`src/rtl/head_ptr_writer_pkg.sv`:
```
// Shared hash-table types: one head-pointer update as carried from the
// insert/delete engines to the head RAM write port.
package hash_table;

  localparam int BUCKET_WIDTH   = 8;
  localparam int HEAD_PTR_WIDTH = 10;

  typedef struct packed {
    logic [BUCKET_WIDTH-1:0]   bucket;
    logic [HEAD_PTR_WIDTH-1:0] ptr;
    logic                      ptr_val;
  } head_upd_t;

  typedef enum logic {
    SIDE_INS = 1'b0,
    SIDE_DEL = 1'b1
  } side_e;

endpackage

```
`src/rtl/head_ptr_writer_fifo.sv`:
```
// Circular queue of pending head updates; pointers carry one extra wrap bit.
// Exposes every slot plus a per-slot valid vector for the pending-bucket compare.
module head_upd_fifo
  import hash_table::*;
#(
  parameter int DEPTH = 4
) (
  input  logic             clk_i,
  input  logic             rst_i,
  input  logic             push,
  input  head_upd_t        push_dat,
  input  logic             pop,
  output head_upd_t        head,
  output logic             full,
  output logic             empty,
  output logic             empty_next,
  output head_upd_t        entries [DEPTH],
  output logic [DEPTH-1:0] entry_vld
);

  localparam int AW = $clog2(DEPTH);

  logic [AW:0] wr_ptr, rd_ptr;
  logic [AW:0] wr_ptr_nxt, rd_ptr_nxt;
  head_upd_t   mem [DEPTH];

  assign wr_ptr_nxt = wr_ptr + (AW+1)'(push);
  assign rd_ptr_nxt = rd_ptr + (AW+1)'(pop);

  assign full       = (wr_ptr[AW] != rd_ptr[AW]) && (wr_ptr[AW-1:0] == rd_ptr[AW-1:0]);
  assign empty      = (wr_ptr == rd_ptr);
  assign empty_next = (wr_ptr_nxt == rd_ptr_nxt);
  assign head       = mem[rd_ptr[AW-1:0]];
  assign entries    = mem;

  always_ff @(posedge clk_i) begin
    if (push) mem[wr_ptr[AW-1:0]] <= push_dat;
  end

  // Push is never allowed when full and pop never when empty, so the two
  // slot indices touched here are always distinct.
  always_ff @(posedge clk_i or posedge rst_i) begin
    if (rst_i) begin
      wr_ptr    <= '0;
      rd_ptr    <= '0;
      entry_vld <= '0;
    end else begin
      wr_ptr <= wr_ptr_nxt;
      rd_ptr <= rd_ptr_nxt;
      if (push) entry_vld[wr_ptr[AW-1:0]] <= 1'b1;
      if (pop)  entry_vld[rd_ptr[AW-1:0]] <= 1'b0;
    end
  end

endmodule

```
`src/rtl/head_ptr_writer.sv`:
```
// Round-robin merge of insert/delete head updates into one ordered head RAM
// write stream; writes are held while the RAM clear runs.
module head_ptr_writer
  import hash_table::*;
#(
  parameter int FIFO_DEPTH = 4,
  parameter int A_WIDTH    = BUCKET_WIDTH,
  parameter int P_WIDTH    = HEAD_PTR_WIDTH
) (
  input  logic               clk_i,
  input  logic               rst_i,
  input  head_upd_t          ins_req_i,
  input  logic               ins_valid_i,
  output logic               ins_ready_o,
  input  head_upd_t          del_req_i,
  input  logic               del_valid_i,
  output logic               del_ready_o,
  input  logic               clear_busy_i,
  output logic [A_WIDTH-1:0] wr_addr_o,
  output logic [P_WIDTH-1:0] wr_data_ptr_o,
  output logic               wr_data_ptr_val_o,
  output logic               wr_en_o,
  input  logic [A_WIDTH-1:0] lookup_bucket_i,
  output logic               lookup_hit_o,
  output logic               idle_o,
  output logic [31:0]        wr_cnt_o
);

  side_e                 prio;
  logic                  ins_acc, del_acc, push, pop;
  logic                  full, empty, empty_next;
  head_upd_t             push_dat, head;
  head_upd_t             fifo_entries [FIFO_DEPTH];
  logic [FIFO_DEPTH-1:0] fifo_vld;

  // prio names the side that wins a tie; it moves to the other side after
  // every grant, so the last winner loses the next contested cycle.
  assign ins_ready_o = !rst_i && !full && (!del_valid_i || prio == SIDE_INS);
  assign del_ready_o = !rst_i && !full && (!ins_valid_i || prio == SIDE_DEL);

  assign ins_acc  = ins_valid_i && ins_ready_o;
  assign del_acc  = del_valid_i && del_ready_o;
  assign push     = ins_acc || del_acc;
  assign push_dat = ins_acc ? ins_req_i : del_req_i;
  assign pop      = !empty && !clear_busy_i;

  head_upd_fifo #(.DEPTH(FIFO_DEPTH)) u_fifo (
    .clk_i      (clk_i),
    .rst_i      (rst_i),
    .push       (push),
    .push_dat   (push_dat),
    .pop        (pop),
    .head       (head),
    .full       (full),
    .empty      (empty),
    .empty_next (empty_next),
    .entries    (fifo_entries),
    .entry_vld  (fifo_vld)
  );

  always_ff @(posedge clk_i or posedge rst_i) begin
    if (rst_i) begin
      prio              <= SIDE_INS;
      wr_en_o           <= 1'b0;
      wr_addr_o         <= '0;
      wr_data_ptr_o     <= '0;
      wr_data_ptr_val_o <= 1'b0;
      idle_o            <= 1'b1;
      wr_cnt_o          <= '0;
    end else begin
      if (ins_acc)      prio <= SIDE_DEL;
      else if (del_acc) prio <= SIDE_INS;
      wr_en_o <= pop;
      if (pop) begin
        wr_addr_o         <= A_WIDTH'(head.bucket);
        wr_data_ptr_o     <= P_WIDTH'(head.ptr);
        wr_data_ptr_val_o <= head.ptr_val;
      end
      idle_o <= empty_next && !pop;
      if (wr_en_o) wr_cnt_o <= wr_cnt_o + 32'd1;
    end
  end

  always_comb begin
    lookup_hit_o = wr_en_o && (wr_addr_o == lookup_bucket_i);
    for (int i = 0; i < FIFO_DEPTH; i++) begin
      if (fifo_vld[i] && (A_WIDTH'(fifo_entries[i].bucket) == lookup_bucket_i))
        lookup_hit_o = 1'b1;
    end
  end

endmodule

```
`config.mk`:
```
export PLATFORM = sky130hd
export DESIGN_NAME = head_ptr_writer
export DESIGN_NICKNAME = d
export VERILOG_FILES = /design/src/rtl/head_ptr_writer_pkg.sv /design/src/rtl/head_ptr_writer_fifo.sv /design/src/rtl/head_ptr_writer.sv
export SDC_FILE = /design/constraint.sdc
export NUM_CORES = 1
export LEC_CHECK = 0
export ABC_AREA = 1
export BUFFER_PORTS_ARGS = -buffer_cell sky130_fd_sc_hd__buf_2
export CAP_MARGIN = 30
export CORE_AREA = 3 3 154 156
export CTS_BUF_LIST = sky130_fd_sc_hd__clkbuf_2
export DETAILED_ROUTE_END_ITERATION = 10
export DIE_AREA = 0 0 157 159
export SLEW_MARGIN = 20
export SYNTH_ARGS = -nofsm -noshare
export SYNTH_HDL_FRONTEND = slang
export SYNTH_SLANG_ARGS = --single-unit
```
`constraint.sdc`:
```
create_clock -name clk_i -period 5.4 [get_ports clk_i]
set_input_delay 0.81 -clock clk_i [delete_from_list [all_inputs] [get_ports clk_i]]
set_output_delay 0.81 -clock clk_i [all_outputs]
set_load 0.02 [all_outputs]
```
==> results.cfg <==
[global_route]
grt_pass1_wl_mm = 27.02
grt_max_degree = 52
grt_pass1_vias = 4944
overflow = 0
busiest_layer = met2
use_met1 = 0.1887
grt_use_met2 = 0.2242
grt_util_met3 = 0.03506
grt.total_usage = 0.1389
antenna_found_initial = 1

[timing]
tightest_slew_ps = 716.6
setup_ws_ps = 2118
fmax_mhz = 304.7
finClkSkew_ps = 37.61
setup_viol = 0
fin_tns_setup_ps = 0
drv_slew = 0
fin_crit_ps = 3282
finalCritPeriodShare = 0.6078
slew_headroom = 0.5217
grt_setup_unrepaired = no
finalHoldViolCount = 0

[critical_path]
crit_chain = dlygate4sd3_1, buf_2, inv_2, nand2_1, a21oi_1, buf_2
rr_startpoint = u_fifo.rd_ptr[0]$_DFF_PP0_
cpMaxStageDelayCell = dlygate4sd3_1
worstSetupStartpoint = rst_i
crit_type = input port to output port
max_stage_delay_ps = 530
cp-start-kind = input port
worstPathMaxFanout = 21
cp_common_cell = buf_2
required_ps = 4590
crit_arrival_ps = 2470
critPathCaptureType = output port

[clocking]
clk_pin_slew_ps = 260
clockBufferDepth = 2
numClockSinks = 140
cts_tree = built
clk_latency_ps = 730
cts_setup_buffers = 0
root_buffer = clkbuf_2
cts_buffers = 17
htreeDepth = 4

[floorplanning]
start_util = 0.2978
die_height_um = 159
ios = 107
core_um2 = 22500
rows = 55
die_x_um = 157
fp.dieArea_um2 = 24960

[layout]
finalNetCount = 896
area_growth_pct = 17.53
drive_gt1_frac = 0.1946

[yosys]
syn_nets = 778
synth_xor_area_frac = 0.05358
ys_warn_count = 0
yosys-mux-area-fraction = 0
ys_types = 33
yosysSeqAreaShare = 0.5797
synth_fa_ha_area_frac = 0.009335
ys_seq_elements = 140
synth.avg_cell_area_um2 = 9.282
synthCells = 722
synthSimpleGateAreaFrac = 0.2226
synth_top_family_by_area = simple AND/OR/NAND/NOR gates
synth_compound_area_frac = 0.06348
synthesis.area_um2 = 6701

[drt]
vias_per_cell = 4.575
wire_per_inst_um = 15.06
drtAntennaViolNets = 0
drc_errors = 0
finalWirelength_mm = 17.16
num_vias = 5211
first_pass_iters = 4
drt_iter0_drc = 288

[place]
port_buffers = 106
gp_congestion = 0.8772
dp_hpwl_mm = 12.32
post-place-ws_ps = 2091

[outcome]
outcome = finished, final reports clean

[flow_run]
cap_violations = 0

[power_and_ir_drop]
p_leak_uw = 0.003767
peakVddDrop_uv = 216.4
p_per_area_nw_per_um2 = 444.1

[hold_path]
hold_class = input port to flop
hp-start = del_req_i[3]
==> cell type report <==
cell class / instances / area [µm²]
antenna: 1 / 2.502
clock inverter: 15 / 143.9
clock buffer: 17 / 85.08
timing repair buffer: 116 / 694.4
tap: 285 / 356.6
sequential: 140 / 3885
multi-input combinational: 467 / 2341
inverter: 98 / 367.9
fill: 2287 / 14630
==> kinds of logic after synthesis <==
| group | Yosys count |
|---|---|
| XOR/XNOR | 41 |
| AND/OR/NAND/NOR | 342 |
| AO/OA/AOI/OAI | 79 |
| flip-flops | 140 |
| adder cells (fa/ha/maj) | 5 |
| buffers and inverters | 115 |
==> Yosys cell counts <==
| library cell | count | area share |
|---|---|---|
| nand3_2 | 2 | 0.0030 |
| nand3b_1 | 4 | 0.0045 |
| nor2_1 | 59 | 0.033 |
| nand2_4 | 1 | 0.0017 |
| buf_2 | 2 | 0.0015 |
| nor2_4 | 3 | 0.0050 |
| dfrtp_1 | 63 | 0.24 |
| ha_1 | 5 | 0.0093 |
| edfxtp_1 | 76 | 0.34 |
| nor3_1 | 5 | 0.0037 |
| clkbuf_2 | 2 | 0.0015 |
| inv_2 | 2 | 0.0011 |
| clkinv_1 | 1 | 0.00056 |
| nand2_1 | 194 | 0.11 |
| nor2_8 | 1 | 0.0030 |
| nor3_2 | 1 | 0.0015 |
| buf_6 | 5 | 0.0084 |
| xor2_1 | 20 | 0.026 |
| inv_1 | 95 | 0.053 |
| nand4_2 | 1 | 0.0019 |
| or2_2 | 1 | 0.00093 |
| o2111ai_1 | 8 | 0.010 |
| nand2_2 | 2 | 0.0019 |
| xnor2_1 | 21 | 0.027 |
| a21oi_1 | 19 | 0.014 |
| buf_4 | 1 | 0.0011 |
| nand3_1 | 52 | 0.039 |
| dfstp_2 | 1 | 0.0039 |
| o21ai_1 | 3 | 0.0022 |
| nand4_1 | 14 | 0.013 |
| o21ai_0 | 49 | 0.037 |
| nor2_2 | 2 | 0.0019 |
| clkbuf_1 | 7 | 0.0039 |
==> registers in the layout (all words and copies together) (netlist names), 3 cells and up <==
name and count:
u_fifo.entries 76, u_fifo.entry_vld 4, u_fifo.rd_ptr 3, u_fifo.wr_ptr 3, wr_addr_o 8, wr_cnt_o 32, wr_data_ptr_o 10
==> placed cells by master (no fill, tap or decap), drive strengths merged, types with 15 or more instances in the layout <==
cell type,instances
edfxtp,76
clkbuf,17
nand2,197
o21ai,52
a21oi,19
nand4,15
xnor2,21
buf,115
nand3,54
inv,107
nor2,65
dfrtp,63
xor2,20
==> worst max-delay path, delay by kind of cell <==
kind	cells	cell delay, ps
buffers and inverters	4	1230
AOI/OAI and AO/OA	1	260
and+or+nand+nor	1	150
==> per-stage QoR <==
stage	instances	power, µW	hold slack, ps	instance area, µm²	utilization
5_1_grt	1139	3749	375.1	7876	0.3500
6_report	1139	3498	448.5	7876	0.3500
3_3_place_gp	1098	2844	465.1	7496	0.3331
3_5_place_dp	1103	2902	475.4	7580	0.3368
4_1_cts	1136	3508	378.0	7819	0.3475
2_1_floorplan	722	2442	480.6	6701	-
==> layer usage <==
metal / share of wire / wire [µm]
met2: 0.46 / 7911
met4: 0.014 / 241
met5: 0 / 0
met1: 0.47 / 8036
met3: 0.056 / 967
==> power by group <==
group	leakage, µW	internal, µW	total, µW	switching (µW)
registers	0.00152	1420	1580	164
clock network	0.000141	147	605	458
logic	0.00210	428	1310	882
total	0.00377	1990	3500	1500
==> final timing paths <==
kind | to | slack [ps] | cells after the start
worst max-delay path | ins_ready_o | 2120 | 6
worst min-delay path | u_fifo.entries[22]$_DFFE_PP_ | 450 | 3
worst min register to register | wr_data_ptr_o[5]$_DFFE_PP0N_ | 510 | 2
min in group asynchronous | wr_data_ptr_o[2]$_DFFE_PP0N_ | 600 | 3
max in group asynchronous | wr_cnt_o[25]$_DFFE_PP0P_ | 3720 | 4
worst max register to register | idle_o$_DFF_PP1_ | 2520 | 11
==> timing repair <==
action	4_1_cts	5_1_grt
gates resized for setup	0	0
hold buffers	1	0
endpoints found under the hold margin	3	0
Power figures use the tool's default switching activity.
